$ cat src/rtl/game_pkg.sv
`default_nettype none
// ============================================================================
//  Module   : game_pkg
//  Purpose  : Shared game-state encoding and default gameplay constants.
//  Revision : 1.0  initial release
// ============================================================================
package game_pkg;

    typedef enum logic [1:0] {
        IDLE      = 2'd0,
        PLAYING   = 2'd1,
        CRASH     = 2'd2,
        GAME_OVER = 2'd3
    } game_state_t;

    localparam int FUEL_MAX   = 100;
    localparam int LIVES_INIT = 3;

    localparam int NUM_EVENTS = 4;
    localparam int EV_CAR     = 0;
    localparam int EV_FUEL    = 1;
    localparam int EV_SPECIAL = 2;
    localparam int EV_TRUCK   = 3;

endpackage : game_pkg
`default_nettype wire

$ cat src/rtl/frame_event_latch.sv
`default_nettype none
// ============================================================================
//  Module   : frame_event_latch
//  Purpose  : Sticky per-frame capture of a pixel-rate strobe; the frame
//             boundary hands the held value out and restarts capture.
//  Revision : 1.0  initial release
// ============================================================================
module frame_event_latch (
    input  logic clk,
    input  logic reset,
    input  logic flush,
    input  logic start_of_frame,
    input  logic hit,
    output logic ev
);

    logic set_q;
    logic set_d;

    // A hit coinciding with the frame boundary belongs to the next frame.
    always_comb begin
        set_d = set_q | hit;
        if (flush) begin
            set_d = 1'b0;
        end else if (start_of_frame) begin
            set_d = hit;
        end
    end

    always_ff @(posedge clk) begin
        if (reset) begin
            set_q <= 1'b0;
        end else begin
            set_q <= set_d;
        end
    end

    assign ev = set_q;

endmodule : frame_event_latch
`default_nettype wire

$ cat src/rtl/game_state_manager.sv
`default_nettype none
// ============================================================================
//  Module   : game_state_manager
//  Purpose  : Per-frame game state (fuel, lives, score, crash/invulnerability
//             timing, game over) driven by latched collision events.
//  Revision : 1.0  initial release
// ============================================================================
module game_state_manager #(
    parameter int FUEL_MAX        = game_pkg::FUEL_MAX,
    parameter int FUEL_DEC_FRAMES = 30,
    parameter int FUEL_BONUS      = 25,
    parameter int LIVES_INIT      = game_pkg::LIVES_INIT,
    parameter int CRASH_FRAMES    = 60,
    parameter int INVULN_FRAMES   = 90,
    parameter int SPECIAL_SCORE   = 500,
    parameter int SCORE_W         = 16
) (
    input  logic               clk,
    input  logic               reset,
    input  logic               startOfFrame,
    input  logic               startGame,
    input  logic               collision,
    input  logic               fuel,
    input  logic               special,
    input  logic               truckCollision,
    output logic [1:0]         gameState,
    output logic [6:0]         fuelLevel,
    output logic [1:0]         lives,
    output logic [SCORE_W-1:0] score,
    output logic               invulnerable,
    output logic               crashActive,
    output logic               gameOver
);

    import game_pkg::*;

    localparam int FRAME_W = $clog2(FUEL_DEC_FRAMES + 1);
    localparam int CRASH_W = $clog2(CRASH_FRAMES + 1);
    localparam int INV_W   = $clog2(INVULN_FRAMES + 1);

    localparam logic [FRAME_W-1:0] FRAME_LAST  = FRAME_W'(FUEL_DEC_FRAMES - 1);
    localparam logic [CRASH_W-1:0] CRASH_LOAD  = CRASH_W'(CRASH_FRAMES);
    localparam logic [INV_W-1:0]   INV_LOAD    = INV_W'(INVULN_FRAMES);
    localparam logic [8:0]         FUEL_FULL9  = 9'(FUEL_MAX);
    localparam logic [8:0]         FUEL_BONUS9 = 9'(FUEL_BONUS);
    localparam logic [6:0]         FUEL_FULL   = 7'(FUEL_MAX);
    localparam logic [1:0]         LIVES_LOAD  = 2'(LIVES_INIT);
    localparam logic [SCORE_W:0]   SPECIAL_INC = (SCORE_W+1)'(SPECIAL_SCORE);

    game_state_t        state_q,     state_d;
    logic [6:0]         fuel_q,      fuel_d;
    logic [1:0]         lives_q,     lives_d;
    logic [SCORE_W-1:0] score_q,     score_d;
    logic [FRAME_W-1:0] frame_cnt_q, frame_cnt_d;
    logic [CRASH_W-1:0] crash_cnt_q, crash_cnt_d;
    logic [INV_W-1:0]   invuln_q,    invuln_d;

    logic                  flush;
    logic [NUM_EVENTS-1:0] hit_vec;
    logic [NUM_EVENTS-1:0] ev_vec;

    assign hit_vec[EV_CAR]     = collision;
    assign hit_vec[EV_FUEL]    = fuel;
    assign hit_vec[EV_SPECIAL] = special;
    assign hit_vec[EV_TRUCK]   = truckCollision;

    genvar g;
    generate
        for (g = 0; g < NUM_EVENTS; g++) begin : g_event_latch
            frame_event_latch u_latch (
                .clk            (clk),
                .reset          (reset),
                .flush          (flush),
                .start_of_frame (startOfFrame),
                .hit            (hit_vec[g]),
                .ev             (ev_vec[g])
            );
        end
    endgenerate

    // Per-frame datapath candidates, consumed only in PLAYING.
    logic               frame_wrap;
    logic [FRAME_W-1:0] frame_next;
    logic [8:0]         fuel_sum;
    logic [8:0]         fuel_net9;
    logic [6:0]         fuel_net;
    logic [SCORE_W:0]   score_sum;
    logic [SCORE_W-1:0] score_next;
    logic [INV_W-1:0]   invuln_next;
    logic               crash_hit;

    always_comb begin
        frame_wrap = (frame_cnt_q == FRAME_LAST);
        frame_next = frame_wrap ? '0 : frame_cnt_q + 1'b1;

        // Bonus and decrement are netted before clamping to a full tank.
        fuel_sum  = {2'b00, fuel_q} + (ev_vec[EV_FUEL] ? FUEL_BONUS9 : 9'd0);
        fuel_net9 = (frame_wrap && (fuel_sum != 9'd0)) ? fuel_sum - 9'd1 : fuel_sum;
        fuel_net  = (fuel_net9 > FUEL_FULL9) ? FUEL_FULL : fuel_net9[6:0];

        score_sum  = {1'b0, score_q} + {{SCORE_W{1'b0}}, 1'b1}
                   + (ev_vec[EV_SPECIAL] ? SPECIAL_INC : '0);
        score_next = score_sum[SCORE_W] ? '1 : score_sum[SCORE_W-1:0];

        if (ev_vec[EV_SPECIAL]) begin
            invuln_next = INV_LOAD;
        end else if (invuln_q != '0) begin
            invuln_next = invuln_q - 1'b1;
        end else begin
            invuln_next = '0;
        end

        crash_hit = ev_vec[EV_TRUCK] | (ev_vec[EV_CAR] & (invuln_q == '0));
    end

    always_comb begin
        state_d     = state_q;
        fuel_d      = fuel_q;
        lives_d     = lives_q;
        score_d     = score_q;
        frame_cnt_d = frame_cnt_q;
        crash_cnt_d = crash_cnt_q;
        invuln_d    = invuln_q;
        flush       = 1'b0;

        case (state_q)
            IDLE, GAME_OVER: begin
                if (startGame) begin
                    state_d     = PLAYING;
                    fuel_d      = FUEL_FULL;
                    lives_d     = LIVES_LOAD;
                    score_d     = '0;
                    frame_cnt_d = '0;
                    crash_cnt_d = '0;
                    invuln_d    = '0;
                    flush       = 1'b1;
                end
            end

            PLAYING: begin
                if (startOfFrame) begin
                    frame_cnt_d = frame_next;
                    fuel_d      = fuel_net;
                    score_d     = score_next;
                    invuln_d    = invuln_next;
                    if (crash_hit) begin
                        lives_d = (lives_q != 2'd0) ? lives_q - 2'd1 : 2'd0;
                        if (lives_q <= 2'd1) begin
                            state_d = GAME_OVER;
                        end else begin
                            state_d     = CRASH;
                            crash_cnt_d = CRASH_LOAD;
                        end
                    end
                    // An empty tank ends the game even when a crash also happened.
                    if (fuel_net == 7'd0) begin
                        state_d = GAME_OVER;
                    end
                end
            end

            CRASH: begin
                if (startOfFrame) begin
                    crash_cnt_d = (crash_cnt_q != '0) ? crash_cnt_q - 1'b1 : '0;
                    if (crash_cnt_q <= {{(CRASH_W-1){1'b0}}, 1'b1}) begin
                        state_d  = PLAYING;
                        invuln_d = INV_LOAD;
                    end
                end
            end

            default: begin
                state_d = IDLE;
            end
        endcase
    end

    always_ff @(posedge clk) begin
        if (reset) begin
            state_q     <= IDLE;
            fuel_q      <= FUEL_FULL;
            lives_q     <= LIVES_LOAD;
            score_q     <= '0;
            frame_cnt_q <= '0;
            crash_cnt_q <= '0;
            invuln_q    <= '0;
        end else begin
            state_q     <= state_d;
            fuel_q      <= fuel_d;
            lives_q     <= lives_d;
            score_q     <= score_d;
            frame_cnt_q <= frame_cnt_d;
            crash_cnt_q <= crash_cnt_d;
            invuln_q    <= invuln_d;
        end
    end

    assign gameState    = state_q;
    assign fuelLevel    = fuel_q;
    assign lives        = lives_q;
    assign score        = score_q;
    assign invulnerable = (invuln_q != '0);
    assign crashActive  = (state_q == CRASH);
    assign gameOver     = (state_q == GAME_OVER);

endmodule : game_state_manager
`default_nettype wire

$ cat config.mk
export PLATFORM = sky130hd
export DESIGN_NAME = game_state_manager
export DESIGN_NICKNAME = d
export VERILOG_FILES = /design/src/rtl/game_pkg.sv /design/src/rtl/frame_event_latch.sv /design/src/rtl/game_state_manager.sv
export SDC_FILE = /design/constraint.sdc
export NUM_CORES = 1
export LEC_CHECK = 0
export ABC_AREA = 1
export ABC_CLOCK_PERIOD_IN_PS = 3300
export CORE_MARGIN = 4
export CORE_UTILIZATION = 45
export DETAILED_ROUTE_END_ITERATION = 10
export PLACE_DENSITY = 0.66
export RECOVER_POWER = 100
export SLEW_MARGIN = 20
export SYNTH_ARGS = -nofsm -noshare
export SYNTH_HDL_FRONTEND = slang
export SYNTH_SLANG_ARGS = --single-unit
$ cat constraint.sdc
create_clock -name clk -period 3.3 [get_ports clk]
set_clock_uncertainty 0.2 [all_clocks]
set_input_delay 0.66 -clock clk [delete_from_list [all_inputs] [get_ports clk]]
set_output_delay 0.66 -clock clk [all_outputs]
set_load 0.01 [all_outputs]
# After elaboration in Yosys (flattened, before gate mapping)
# Index checks and enable logic that the tools add are counted.
dict set report classes {
  bitwise_logic 6
  order_cmp 3
  addsub 8
  mux 48
  n_eq_ne 11
  reduce_logical 16
}
# operator count
set op_table {}
lappend op_table {{2-to-1 mux 7 bit} 9}
lappend op_table {{2-to-1 mux 16 bit} 3}
lappend op_table {{2-to-1 mux 6 bit} 6}
lappend op_table {{case mux 16 bit (2 select lines)} 1}
lappend op_table {{case mux 7 bit (3 select lines)} 1}
lappend op_table {{2-to-1 mux 2 bit} 10}
lappend op_table {{2-to-1 mux 5 bit} 4}
lappend op_table {{2-to-1 mux 9 bit} 2}
lappend op_table {{case mux 6 bit (3 select lines)} 1}
lappend op_table {{adder 16 x 1 -> 17 bit (second input constant)} 1}
lappend op_table {{adder 17 x 9 -> 17 bit} 1}
lappend op_table {{logical NOT 7 bit} 2}
lappend op_table {{case mux 7 bit (2 select lines)} 1}
lappend op_table {{inequality test 2 bit (second input constant)} 5}
lappend op_table {{case mux 5 bit (2 select lines)} 1}
lappend op_table {{AND reduction 5 bit} 2}
lappend op_table {{greater-than comparator 9 x 7 -> 1 bit (second input constant)} 1}
lappend op_table {{nonzero test 9 bit} 1}
lappend op_table {{subtractor 8 x 1 -> 9 bit (second input constant)} 1}
lappend op_table {{adder 7 x 5 -> 8 bit} 1}
lappend op_table {{AND reduction 4 bit} 2}
lappend op_table {{2-to-1 mux 1 bit} 7}
lappend op_table {{nonzero test 7 bit} 1}
lappend op_table {{subtractor 7 x 1 -> 7 bit (second input constant)} 1}
lappend op_table {{other kinds (20)} 27}
dict set report totals {
  ff_bits 49
  inputBits 8
}

# Depth between registers and ports, before layout
# Gate-level depths: netlist (run 1).
dict set report logic_depth {
  word_depth 11
  mapped_depth 22
  ltp_nobuf 22
}

# Cells and area by module
# A second synthesis (run 1) with hierarchy kept.
dict set report hier_totals {
  cells_unflattened 535
  area_unflattened_um2 3570.9
}
# mod cells_each seq_area_each_um2 n_inst area_per_inst_um2
set by_module_without_submodules {}
lappend by_module_without_submodules {game_state_manager 503 900.9 1 3365.7}
lappend by_module_without_submodules {frame_event_latch 8 20.0 4 51.3}

# Least setup slack after synthesis (run 1)
# OpenSTA, ideal clock, no wires.
dict set report synth_timing {
  path_type {register to register}
  from {register fuel_q[0] (netlist: fuelLevel[0])}
  to {register state_q[0] (netlist: gameState[0])}
  setup_ps 113
  path_slack_ps 507
  t_arrival_ps 2481
  stages_incl_launch_ff 20
  t_required_ps 2987
  n_path_buf 0
  cell_sequence {dfxtp_1 -> ha_1 -> ha_1 -> inv_1 -> ha_1 -> nand3_1 -> a21oi_4 -> nand3_1 -> nor2_2 -> nand2_2 -> nand3_1 -> nand2_1 -> nor2_2 -> nand2_1 -> nor2_1 -> nand4_1 -> nand2_1 -> nand3_1 -> nor2_1 -> nor2_1}
}
dict set report synth_via {
  elab_chain_cells 10
}
# item line_no
set synth_rtl {}
lappend synth_rtl {{start, declared} game_state_manager.sv:51} ;# logic [6:0] fuel_q, fuel_d;
lappend synth_rtl {{start signal, assigned} game_state_manager.sv:189} ;# fuel_q <= fuel_d;
lappend synth_rtl {{adder 7 x 5 -> 8 bit *} game_state_manager.sv:97} ;# fuel_sum = {2'b00, fuel_q} + (ev_vec[EV_FUEL] ? FUEL_BONUS9 : 9'd0);
lappend synth_rtl {{branches (longest 2 deep; another with subtractor 8 x 1 -> 9 bit)} n/a}
lappend synth_rtl {{2-to-1 mux 9 bit *} game_state_manager.sv:98} ;# fuel_net9 = (frame_wrap && (fuel_sum != 9'd0)) ? fuel_sum - 9'd1 : fuel_sum;
lappend synth_rtl {{greater-than comparator 9 x 7 -> 1 bit} game_state_manager.sv:99} ;# fuel_net = (fuel_net9 > FUEL_FULL9) ? FUEL_FULL : fuel_net9[6:0];
lappend synth_rtl {{2-to-1 mux 7 bit *} game_state_manager.sv:99}
lappend synth_rtl {{logical NOT 7 bit *} game_state_manager.sv:156} ;# if (fuel_net == 7'd0) begin
lappend synth_rtl {{2-to-1 mux 2 bit} game_state_manager.sv:156}
lappend synth_rtl {{2-to-1 mux 2 bit} game_state_manager.sv:141} ;# if (startOfFrame) begin
lappend synth_rtl {{case mux 2 bit (3 select lines)} game_state_manager.sv:126} ;# case (state_q)
lappend synth_rtl {{end signal, assigned} game_state_manager.sv:188} ;# state_q <= state_d;
lappend synth_rtl {{end, declared} game_state_manager.sv:50} ;# game_state_t state_q, state_d;
# Mark *: on every way between the ends. The select of a mux whose other input is x is not followed.
# A chain may end at the register's enable or synchronous reset.

# Worst setup path in the final report (run 1)
dict set report layout_timing {
  from {register g_event_latch[1].u_latch.set_q}
  to {register fuel_q[2] (netlist: fuelLevel[2])}
}
dict set report layout_via {
  elab_chain_cells 9
}
# item line_no
set layout_rtl {}
lappend layout_rtl {{start, declared} frame_event_latch.sv:17} ;# logic set_q;
lappend layout_rtl {{start signal, assigned} frame_event_latch.sv:34} ;# set_q <= set_d;
lappend layout_rtl {{2-to-1 mux 5 bit *} game_state_manager.sv:97}
lappend layout_rtl {{adder 7 x 5 -> 8 bit *} game_state_manager.sv:97}
lappend layout_rtl {{branches (longest 2 deep; another with subtractor 8 x 1 -> 9 bit)} n/a}
lappend layout_rtl {{2-to-1 mux 9 bit *} game_state_manager.sv:98}
lappend layout_rtl {{greater-than comparator 9 x 7 -> 1 bit} game_state_manager.sv:99}
lappend layout_rtl {{2-to-1 mux 7 bit *} game_state_manager.sv:99}
lappend layout_rtl {{2-to-1 mux 7 bit *} game_state_manager.sv:141}
lappend layout_rtl {{case mux 7 bit (2 select lines) *} game_state_manager.sv:126}
# Marked as above.

==> summary.md, run 1 <==
| Metric | Value |
|---|---|
| Vias in the first global route | 3084 |
| N_diodes | 0 |
| Final Cycle Share | 94.2% |
| Register area share after synthesis | 29.5% |
| Largest area contributor in the synthesized netlist | dfxtp_1 |
| Initial antenna violation count | 0 |
| Largest net degree at the start of global routing | 36 |
| Max FO, Critical Path | 8 |
| Min-Delay Endpoint | fuelLevel[4] |
| Mapped Area | 0.00333 sq mm |
| Final net count | 582 |
| Post-Route WL | 8.08 mm |
| Avg Inst Size Synth | 6.53 sq um |
| Worst Path Required | 3.27 ns |
| CTS tree | yes |
| Max_cap viols | 0 |
| Post-DP HPWL | 6.12 mm |
| Synth area leaders | dfxtp_1 29%, nand2_1 16%, ha_1 7.9%, inv_1 7.2%, a21oi_1 6.5% |
| Top-level I/O count | 38 |
| Worst-path clk slew | 0.09 ns |
| HP Start | fuelLevel[4] |
| Via density | 5.11 |
| Status | finished clean |
| Die area | 0.00883 sq mm |
| Startpoint Class | register |
| R2r endpoint | fuelLevel[2] |
| Setup TNS | 0 ns |
| Worst reg-to-reg setup slack | 0.19 ns |
| Max-slew violations | 0 |
| Mapped Cells | 509 |
| DIE HEIGHT | 94.0 microns |
| Buffers on Ports | 37 |
| Hold Crit Depth | 2 |
| Tmin final | 3.11 ns |
| Ratio of cells with drive above 1 in the final layout | 6.15% |
| GPL Wtd Cong | 0.892 |
| CTS buffer count | 5 |
| Peak Freq | 322 MHz |
| Global route overflow | 0 |
| Power per cell area | 642 mW/mm^2 |
| Count leader, synth | nand2_1 |
| Most used flip-flop cell after synthesis | dfxtp_1 |
| Min-Delay Path Class | register to register |
| Worst-skew pair later-pin latency | 0.30 ns |
| Gr usage total | 19.4% |
| Synth Register Bits | 49 |
| Clock sink count | 49 |
| Max_slew headroom | 50.6% |
| R2R Path Start | g_event_latch[1].u_latch.ev |
| Drt drc | 0 |
| Critical path type | register to register |
| Post-Layout Cell Count | 652 |
| Routed wire length per instance | 12.4 microns |
| Yosys top cell area share | 29.5% |
| Starting Density | 46.1% |
| # setup viols final | 0 |
| Post-synth top cells | 138 x nand2_1, 64 x inv_1, 49 x dfxtp_1 |
| Dpl cells | 642 |
| Area growth syn-to-layout | 18.7% |
| First-pass GRT wire length | 14.0 mm |
| Post-synth ARST share | 0% |
| # fillers | 758 |
| P_leak | 1.83 nW |
| Hold-fix buffers, CTS | 0 |
| Worst setup startpoint | g_event_latch[1].u_latch.ev |
| Peak supply drop | 435 uV |
| Core box area | 0.00721 sq mm |
| Clock root buffer | clkbuf_8 |
| Final Hold Viols | 0 |
| Die width | 94.0 microns |
| Routed vias | 3333 |
| Detailed Route Iter0 Violations | 172 |
| Distinct cell type count after synthesis | 43 |
| Drt first pass iters | 4 |
| Post-DP Area | 0.00382 sq mm |
| Crit. End Element | register |
| Worst r2r path cells | 15 |
| Site Rows | 31 |
| Htree depth | 2 |
| CP arrival | 3.08 ns |
| Slew @ Worst Pin | 0.740 ns |
| Yosys Warn Count | 0 |
| Number of synthesized flops with an enable pin | 0 |
| Routed Antenna Nets | 0 |
| Clk buf depth | 2 |
| Synthesized net count | 538 |
| Finished Cell Area | 0.00395 sq mm |
==> report_power, final <==
part	leakage, nW	switching [mW]	internal (mW)	total (mW)
Sequential	0.398	0.112	0.694	0.806
Combinational	1.38	0.812	0.496	1.31
Clock	0.0540	0.199	0.221	0.420
Total	1.83	1.12	1.41	2.53
==> state kept, by name, summed over array words and instances (netlist names) <==
| signal | count |
|---|---|
| score | 16 |
| gameState | 2 |
| fuelLevel | 7 |
| crash_cnt_q | 6 |
| g_event_latch.u_latch.ev | 4 |
| lives | 2 |
| frame_cnt_q | 5 |
| invuln_q | 7 |
==> what timing repair did <==
action | CTS | global route
setup endpoints to repair | 0 | 4
resized for setup | 0 | 5
setup buffers | 0 | 3
==> layout by cell type, fill, tap and decap left out, types with 15 or more instances in the layout <==
| cell type | netlist | layout |
|---|---|---|
| nor2_1 | 38 | 38 |
| nand3_1 | 38 | 38 |
| inv_1 | 64 | 64 |
| a21oi_1 | 43 | 44 |
| xor2_1 | 15 | 15 |
| dfxtp_1 | 49 | 48 |
| dlygate4sd3_1 | 0 | 30 |
| ha_1 | 21 | 19 |
| nand2_1 | 138 | 137 |
| o21ai_0 | 30 | 31 |
==> metal layers <==
| metal | GRT usage, % | wire length [microns] | share of wire (%) |
|---|---|---|---|
| met3 | 3.29 | 330 | 4.1 |
| met5 | 0 | 0 | 0 |
| met1 | 27.0 | 3980 | 49 |
| met2 | 30.8 | 3680 | 46 |
| met4 | 5.29 | 95 | 1.2 |
==> metrics by stage <==
stage / total power [mW] / utilization, % / setup slack, ns / hold slack, ns
2_1_floorplan: 1.73 / - / 0.507 / 0.256
3_5_place_dp: 2.14 / 53.0 / 0.223 / 0.278
5_1_grt: 2.79 / 54.7 / -0.0234 / 0.311
4_1_cts: 2.57 / 54.4 / 0.197 / 0.291
6_report: 2.53 / 54.7 / 0.190 / 0.285
3_3_place_gp: 2.13 / 53.0 / 0.371 / 0.272
==> critical path, cell delays in order, from the launching register on <==
cell	delay [ns]
dfxtp_2	0.35
ha_2	0.22
ha_1	0.31
inv_1	0.09
ha_2	0.18
nand3_1	0.12
a21oi_4	0.17
buf_4	0.14
nand3_2	0.09
o21bai_4	0.24
nor3_1	0.09
xor2_1	0.27
and2_2	0.24
nand3_1	0.07
a21oi_1	0.13
o21ai_1	0.07
==> cell families (layout without fill, tap and decap cells) <==
logic type / count (synthesis) / count (layout) / synth area share [%]
compound gates: 97 / 97 / 16.9
xor+xnor: 19 / 19 / 5.00
fa+ha+maj: 21 / 21 / 7.90
buf+inv: 77 / 121 / 8.99
flops: 49 / 49 / 29.5
simple gates: 246 / 246 / 31.8
==> how the worst max path moves through the flow <==
stage	to	slack, ns	depth (start not counted)
finish	fuelLevel[2]	0.19	15
detailed placement	gameState[0]	0.22	19
global placement	fuelLevel[2]	0.37	18
floorplan	gameState[0]	0.51	19
global route	gameState[0]	-0.02	19
CTS	gameState[0]	0.20	19
==> cell type report <==
cell class	count	area, sq um	area share (%)
clock buffers	5	68.8	1.74
well taps	99	124	3.14
inverters	68	255	6.46
clock inverters	2	35.0	0.887
flip-flops and latches	49	982	24.9
repair buffers	46	434	11.0
multi-input cells	383	2050	51.9
(Power assumes the default switching activity.)
==> inputs of run 2 (changes only) <==
- CAP_MARGIN: unset -> 10
==> results of run 2 <==
The final DEF is identical to that of run 1; final timing and power are the same.
